File: config.mk
export PLATFORM = sky130hd
export DESIGN_NAME = line_matrix_cfg_master
export DESIGN_NICKNAME = d
export VERILOG_FILES = /design/src/rtl/line_matrix_cfg_pkg.sv /design/src/rtl/line_matrix_shadow.sv /design/src/rtl/line_matrix_cfg_master.sv
export SDC_FILE = /design/constraint.sdc
export NUM_CORES = 1
export LEC_CHECK = 0
export CAP_MARGIN = 15
export CORE_ASPECT_RATIO = 0.6
export CORE_MARGIN = 2
export CORE_UTILIZATION = 55
export CTS_BUF_LIST = sky130_fd_sc_hd__clkbuf_4 sky130_fd_sc_hd__clkbuf_8 sky130_fd_sc_hd__clkbuf_16
export DETAILED_ROUTE_END_ITERATION = 12
export PLACE_DENSITY = 0.85
export SYNTH_ARGS = -nofsm -noshare
export SYNTH_HDL_FRONTEND = slang
export SYNTH_HIERARCHICAL = 1
export SYNTH_SLANG_ARGS = --single-unit
File: constraint.sdc
create_clock -name clk -period 3 [get_ports clk]
set_input_delay 0.45 -clock clk [delete_from_list [all_inputs] [get_ports clk]]
set_output_delay 0.45 -clock clk [all_outputs]
set_load 0.02 [all_outputs]
File: src/rtl/line_matrix_cfg_pkg.sv
// Shared types and default timing for the line matrix configuration master.
package line_matrix_cfg_pkg;

    localparam int unsigned CNT_W         = 8;
    localparam int unsigned DEF_SETUP_CYC = 2;
    localparam int unsigned DEF_HIGH_CYC  = 2;
    localparam int unsigned DEF_HOLD_CYC  = 2;
    localparam int unsigned DEF_RST_CYC   = 4;

    typedef enum logic [2:0] {
        INIT,
        IDLE,
        SETUP,
        STROBE,
        HOLD,
        CLEAR
    } state_t;

    // Truncate a cycle-count parameter to the timing counter width.
    function automatic logic [CNT_W-1:0] cyc(input int unsigned n);
        return n[CNT_W-1:0];
    endfunction

endpackage

File: src/rtl/line_matrix_shadow.sv
// Shadow copy of the routes written to the line matrix: in_sel per out_sel,
// with a registered read port. Used only when LINE_MATRIX_SHADOW_EN is defined.
module line_matrix_shadow #(
    parameter int unsigned SEL_W   = 4,
    parameter int unsigned NUM_OUT = 10
) (
    input  logic             clk,
    input  logic             rst,
    input  logic             clr,
    input  logic             wr_en,
    input  logic [SEL_W-1:0] wr_addr,
    input  logic [SEL_W-1:0] wr_data,
    input  logic [SEL_W-1:0] rd_addr,
    output logic [SEL_W-1:0] rd_data,
    output logic             rd_vld
);

    localparam logic [SEL_W:0] NUM_OUT_L = (SEL_W + 1)'(NUM_OUT);

    logic [SEL_W-1:0] mem [NUM_OUT];
    logic [NUM_OUT-1:0] valid;
    logic rd_hit;

    assign rd_hit = ({1'b0, rd_addr} < NUM_OUT_L) && valid[rd_addr];

    // NOTE: the data array has no reset so it can map onto plain RAM; the
    // separately reset valid bits decide whether an entry is visible.
    always_ff @(posedge clk) begin
        if (wr_en) begin
            mem[wr_addr] <= wr_data;
        end
    end

    // NOTE: sequential state is always assigned with <= so every register
    // samples the pre-edge values, regardless of statement order.
    always_ff @(posedge clk) begin
        if (rst || clr) begin
            valid <= '0;
        end else if (wr_en) begin
            valid[wr_addr] <= 1'b1;
        end
    end

    always_ff @(posedge clk) begin
        if (rst) begin
            rd_data <= '0;
            rd_vld  <= 1'b0;
        end else if (rd_hit) begin
            rd_data <= mem[rd_addr];
            rd_vld  <= 1'b1;
        end else begin
            rd_data <= '0;
            rd_vld  <= 1'b0;
        end
    end

endmodule

File: src/rtl/line_matrix_cfg_master.sv
// Serial-configuration initiator for the GPO line matrix (setup/strobe/hold,
// reset pulses). Define LINE_MATRIX_SHADOW_EN to add the shadow read-back table.
module line_matrix_cfg_master
    import line_matrix_cfg_pkg::*;
#(
    parameter int unsigned SEL_W     = 4,
    parameter int unsigned NUM_OUT   = 10,
    parameter int unsigned SETUP_CYC = DEF_SETUP_CYC,
    parameter int unsigned HIGH_CYC  = DEF_HIGH_CYC,
    parameter int unsigned HOLD_CYC  = DEF_HOLD_CYC,
    parameter int unsigned RST_CYC   = DEF_RST_CYC
) (
    input  logic             clk,
    input  logic             rst,
    input  logic             cmd_valid,
    output logic             cmd_ready,
    input  logic             cmd_clear,
    input  logic [SEL_W-1:0] cmd_in_sel,
    input  logic [SEL_W-1:0] cmd_out_sel,
    output logic             busy,
    output logic             cmd_err,
    output logic [15:0]      wr_count,
`ifdef LINE_MATRIX_SHADOW_EN
    input  logic [SEL_W-1:0] shadow_rd_addr,
    output logic [SEL_W-1:0] shadow_rd_data,
    output logic             shadow_rd_vld,
`endif
    output logic             lm_clk,
    output logic             lm_rstn,
    output logic [SEL_W-1:0] lm_input_select,
    output logic [SEL_W-1:0] lm_output_select
);

    localparam logic [SEL_W:0] NUM_OUT_L = (SEL_W + 1)'(NUM_OUT);

    state_t           state;
    logic [CNT_W-1:0] cnt;
    logic             cnt_done;
    logic             accept;
    logic             out_legal;

    // Handshake decodes only the registered state; no path from cmd_valid.
    assign cmd_ready = (state == IDLE);
    assign busy      = (state != IDLE);
    assign accept    = cmd_valid && cmd_ready;
    assign cnt_done  = (cnt == CNT_W'(1));
    assign out_legal = ({1'b0, cmd_out_sel} < NUM_OUT_L);

    always_ff @(posedge clk) begin
        if (rst) begin
            state            <= INIT;
            cnt              <= cyc(RST_CYC);
            cmd_err          <= 1'b0;
            wr_count         <= '0;
            lm_clk           <= 1'b0;
            lm_rstn          <= 1'b0;
            lm_input_select  <= '0;
            lm_output_select <= '0;
        end else begin
            cmd_err <= 1'b0;
            case (state)
                INIT, CLEAR: begin
                    if (cnt_done) begin
                        state   <= IDLE;
                        lm_rstn <= 1'b1;
                    end else begin
                        cnt <= cnt - 1'b1;
                    end
                end
                IDLE: begin
                    if (accept) begin
                        if (cmd_clear) begin
                            state    <= CLEAR;
                            cnt      <= cyc(RST_CYC);
                            lm_rstn  <= 1'b0;
                            wr_count <= '0;
                        end else if (!out_legal) begin
                            cmd_err <= 1'b1;
                        end else begin
                            lm_input_select  <= cmd_in_sel;
                            lm_output_select <= cmd_out_sel;
                            state            <= SETUP;
                            cnt              <= cyc(SETUP_CYC);
                        end
                    end
                end
                SETUP: begin
                    if (cnt_done) begin
                        state  <= STROBE;
                        cnt    <= cyc(HIGH_CYC);
                        lm_clk <= 1'b1;
                    end else begin
                        cnt <= cnt - 1'b1;
                    end
                end
                STROBE: begin
                    if (cnt_done) begin
                        state  <= HOLD;
                        cnt    <= cyc(HOLD_CYC);
                        lm_clk <= 1'b0;
                    end else begin
                        cnt <= cnt - 1'b1;
                    end
                end
                HOLD: begin
                    if (cnt_done) begin
                        state <= IDLE;
                        if (wr_count != 16'hFFFF) begin
                            wr_count <= wr_count + 16'd1;
                        end
                    end else begin
                        cnt <= cnt - 1'b1;
                    end
                end
                default: begin
                    state   <= INIT;
                    cnt     <= cyc(RST_CYC);
                    lm_clk  <= 1'b0;
                    lm_rstn <= 1'b0;
                end
            endcase
        end
    end

`ifdef LINE_MATRIX_SHADOW_EN
    logic shadow_wr;
    logic shadow_clr;

    // Record the route at the same moment it is counted as written.
    assign shadow_wr  = (state == HOLD) && cnt_done;
    assign shadow_clr = accept && cmd_clear;

    line_matrix_shadow #(
        .SEL_W   (SEL_W),
        .NUM_OUT (NUM_OUT)
    ) u_shadow (
        .clk     (clk),
        .rst     (rst),
        .clr     (shadow_clr),
        .wr_en   (shadow_wr),
        .wr_addr (lm_output_select),
        .wr_data (lm_input_select),
        .rd_addr (shadow_rd_addr),
        .rd_data (shadow_rd_data),
        .rd_vld  (shadow_rd_vld)
    );
`else
    // No shadow table in this build.
`endif

endmodule

# Word-level counts from Yosys, hierarchy flattened
# Cells that the tools add are included.
# op_classes
n_addsub,2
n_lt_le_gt_ge,1
n_eq_ne,18
mux,25
bitwise_logic,5
n_reduce_logical,15
# ops
operator,count
16-bit two-way mux,4
8-bit two-way mux,5
16-bit one-hot mux with 2 select lines,1
8-bit one-hot mux with 3 select lines,1
3-bit two-way mux,6
"16-bit by 1-bit adder with 16-bit output, second input constant",1
"16-bit != test, second input constant",1
"2-bit != test, second input constant",6
3-bit one-hot mux with 4 select lines,1
5-bit AND reduction,2
"8-bit by 1-bit equality test with 1-bit output, second input constant",1
4-bit AND reduction,2
4-bit OR reduction,2
"8-bit by 1-bit subtractor with 8-bit output, second input constant",1
"3-bit by 2-bit equality test with 1-bit output, second input constant",2
"3-bit equality test, second input constant",2
"2-bit by 1-bit != test with 1-bit output, second input constant",3
"3-bit by 1-bit != test with 1-bit output, second input constant",2
1-bit one-hot mux with 3 select lines,2
3-bit AND reduction,2
3-bit OR reduction,2
1-bit two-way mux,5
1-bit inverter,5
"4-bit < comparator, second input constant",1
other kinds (5),6
# word_totals
regBits,38
input_bits,12
output_inout_bits,29
wordCells,74

# Depth between registers and ports, before layout
# depth
word_depth,5
depth_mapped,8
ltp_nobuf,7

# Worst setup path before layout
# No wires, ideal clock.
# synth_timing
path_kind,reg2reg
startpoint,reg wr_count[0]
endpoint,reg wr_count[5]
setup_time_ns,0.128
t_arrival_ns,1.701
t_required_ns,2.872
slack_ns,1.171
stages_incl_launch_ff,8
n_path_buf,1
synth_period_minus_slack_ns,1.829
cell_sequence,dfxtp_1 ha_1 nand3_1 nor4bb_1 clkbuf_1 nor3_1 xnor2_1 nor2_1
# synth_via
elab_chain_cells,4
elab_cells_between_ends,7
cone_classes,add/sub: 1; eq/ne: 2; mux: 3; reduce/logical: 1
# synth_lines
item,line_no,rtl
from (decl),line_matrix_cfg_master.sv:22,"output logic [15:0] wr_count,"
from (signal assigned),line_matrix_cfg_master.sv:109,wr_count <= wr_count + 16'd1;
16-bit by 1-bit adder with 16-bit output,line_matrix_cfg_master.sv:109,
16-bit two-way mux,line_matrix_cfg_master.sv:108,if (wr_count != 16'hFFFF) begin
16-bit two-way mux,line_matrix_cfg_master.sv:106,if (cnt_done) begin
16-bit one-hot mux with 2 select lines,line_matrix_cfg_master.sv:61,case (state)
# Parallel ways exist; a longest one is shown, timed or not. The select of a mux whose other input is x is not followed.
# A chain may end at the register's enable or synchronous reset.

# Final worst setup path
# layout_timing
startpoint,reg state[0]
endpoint,out busy
# layout_via
elab_chain_cells,1
# layout_lines
item,line_no,rtl
from (decl),line_matrix_cfg_master.sv:36,state_t state;
from (signal assigned),line_matrix_cfg_master.sv:51,state <= INIT;
from (signal assigned),line_matrix_cfg_master.sv:64,state <= IDLE;
from (signal assigned),line_matrix_cfg_master.sv:73,state <= CLEAR;
3-bit by 1-bit != test with 1-bit output,line_matrix_cfg_master.sv:44,assign busy = (state != IDLE);
to (decl),line_matrix_cfg_master.sv:20,"output logic busy,"
# Every way passes these cells.

==> flow_summary_export.csv <==
group,metric,value,unit
clock_network,root_buffer,"clkbuf_8",
logic_synthesis,yosys.area_share.adder,1.854,%
timing,tns,0,ns
logic_synthesis,yosys_warnings,6,
logic_synthesis,synth_top_family_by_area,"simple AND/OR/NAND/NOR gates",
logic_synthesis,syn_area_per_cell,8.840,µm²
clock_network,cts.hold.buffers_added,0,
grt,grt_overflow,0,
clock_network,cts_resized,0,
logic_synthesis,yosysTopAreaCell,"dfxtp_1",
timing,max_slew_margin,59.67,%
power_and_ir_drop,p_leak,0.9058,nW
final_layout,drive_above_1_share,7.836,%
setup_path,path_max_fanout,12,
logic_synthesis,synth_cells,229,
floorplan,fp.coreArea,3595,µm²
logic_synthesis,ys_async_sr_fraction,0,%
hold_path,hp-class,"reg2reg",
clock_network,clock-sinks,38,
timing,min_period,2.395,ns
route,wl_per_cell,14.83,µm
placement,gp_congestion,0.8736,
clock_network,path_clk_slew,0.07,ns
final_layout,n_antenna_cell,0,
setup_path,crit_slowest_cell,"clkdlybuf4s50_1",
setup_path,critPathKind,"reg2out",
timing,period_share,79.82,%
logic_synthesis,syn-num-nets,244,
logic_synthesis,synthMuxAreaShare,4.450,%
setup_path,slowest_delay,0.56,ns
setup_path,required,2.55,ns
floorplan,row_count,17,
final_layout,nNetsFinal,283,
timing,report.final.setup_viol,0,
clock_network,cts-buffers-inserted,5,
grt,grt_first_pass_wirelength,7748,µm
route,drc,0,
setup_path,start_kind,"register",
route,vias,1840,
logic_synthesis,synthXorXnorAreaFrac,6.922,%
power_and_ir_drop,power_density,617.3,nW/µm²
grt,grt_usage,24.37,%
setup_path,critical-path-top-delay-family,"buffers and inverters",
grt,antenna_found_initial,0,
route,drtIter0Drc,128,
placement,dpl.hpwl,3323,µm
logic_synthesis,ys.flop_type,"dfxtp_1",
timing,hold_violations,0,
logic_synthesis,syn_area,2024,µm²
route,viasPerCell,5.841,
final_layout,n_fill_cell,287,
timing,skew,0.004413,ns
final_layout,final_cell_mix,"clkdlybuf4s50_1 (40), dfxtp_1 (38), nor2_1 (36)",
logic_synthesis,synth_compound_area_share,15.08,%
status,status,"complete, no violations",
setup_path,crit_buf_inv,2,
floorplan,die_width,82.33,µm
route,wl,4671,µm
final_layout,final-instance-count-excl-fill,315,
logic_synthesis,synth_area_leaders,"dfxtp_1 (38%), nor2_1 (6.7%), mux2i_1 (4.4%), xnor2_1 (4.3%), a21oi_1 (2.7%)",
grt,grt_pass1_vias,1652,
route,drt.antenna.violating_nets,0,
floorplan,start_util,56.32,%
grt,grt_max_degree,23,
setup_path,worstPathArrival,1.94,ns
clock_network,insertion_delay,0.30,ns
power_and_ir_drop,vdd.ir_drop.worst,0.5766,mV
logic_synthesis,synth_seq_area_share,37.58,%
clock_network,ctsHtreeMaxLevel,2,
power_and_ir_drop,power,1.586,mW
placement,port-buffer-count,40,
floorplan,die_h,51.00,µm
logic_synthesis,synth.ff_latch_count,38,
route,first_pass_iters,4,
timing,tightest_slew,0.6041,ns
floorplan,dieArea,4198,µm²
timing,drv_slew,0,
logic_synthesis,yosys.area_share.simple,30.72,%
floorplan,io_pins,41,
timing,rsz0062_at_grt,"no",
setup_path,crit_path_end_kind,"primary output",
clock_network,clock_path_buffers,2,
logic_synthesis,synth_edf_count,0,
logic_synthesis,synth.distinct_cells,54,
final_layout,layout_commonest_cell,"clkdlybuf4s50_1",
timing,max_freq,0.4176,GHz
placement,place_inst,308,
logic_synthesis,netlist.area_leader.share,37.58,%
setup_path,r2r_slack,0.93,ns
setup_path,path_cells,"nor3b_2, inv_1, clkdlybuf4s50_1",
run,cap_violations,0,
clock_network,postCtsSetupBuffers,0,
final_layout,area_growth,26.88,%
clock_network,cts_tree,"done",
[final cells by class]
type	instances	area [µm²]	area share, %
inverter	5	18.77	0.7306
tap	47	58.81	2.289
timing repair buffer	43	422.9	16.46
clock inverter	1	30.03	1.169
multi-input combinational	175	1195	46.52
clock buffer	6	82.58	3.215
sequential	38	760.7	29.62
[cell usage after synthesis, types with 4 or more instances]
library cell	n
nor2_1	36
mux2i_1	9
nand3_1	10
nand2_1	12
dfxtp_1	38
nand4_1	6
a21oi_1	11
xor2_1	6
clkbuf_1	8
o21ai_0	6
nor3_1	10
nor2b_1	4
inv_1	5
xnor2_1	10
[report_power, final]
| part | switching (mW) | leakage, nW | internal [mW] |
|---|---|---|---|
| clock network | 0.183 | 0.0573 | 0.266 |
| logic | 0.260 | 0.541 | 0.230 |
| registers | 0.0831 | 0.308 | 0.564 |
[flip-flops by register name, summed over array words and instances (netlist names)]
| name | count |
|---|---|
| cmd_err | 1 |
| cnt | 8 |
| lm_clk | 1 |
| lm_input_select | 4 |
| lm_output_select | 4 |
| lm_rstn | 1 |
| state | 3 |
| wr_count | 16 |
[path summary, 6_finish.rpt]
check,end,cells after the start,from
worst min register to register,lm_output_select[2],2,lm_output_select[2]
worst max register to register,cnt[2],5,cnt[2]
worst max-delay path,busy,3,state[0]
worst min-delay path,lm_output_select[2],2,lm_output_select[2]
[kinds of logic after synthesis]
group,Yosys count
AND/OR/NAND/NOR,106
multiplexers,9
AO/OA/AOI/OAI,41
buffers and inverters,16
adder cells (fa/ha/maj),3
flip-flops,38
XOR/XNOR,16
[worst reg2reg max path: stages (launching register included)]
cell and delay (ns):
dfxtp_1 0.38, nor4_4 0.59, a31oi_2 0.26, nor3_4 0.38, a21oi_1 0.08, a211o_1 0.27
[metal layers]
metal / vias up / track usage [%] / part of all wire [%]
met1: 853 / 35.02 / 50
met2: 68 / 34.68 / 41
met3: 7 / 7.420 / 7.9
met4: 0 / 7.500 / 1.3
met5: - / 0 / 0
li1: 912 / - / -
[per-stage QoR]
step / util (%) / hold slack [ns] / area, µm² / setup WS [ns]
5_1_grt: 71.46 / 0.5479 / 2569 / 0.4970
3_3_place_gp: 68.33 / 0.4744 / 2456 / 0.7569
2_1_floorplan: - / 0.4702 / 2024 / 1.171
6_report: 71.46 / 0.5045 / 2569 / 0.6054
4_1_cts: 71.46 / 0.5118 / 2569 / 0.6107
3_5_place_dp: 68.33 / 0.4925 / 2456 / 0.7026
Power figures use the tool's default switching activity.
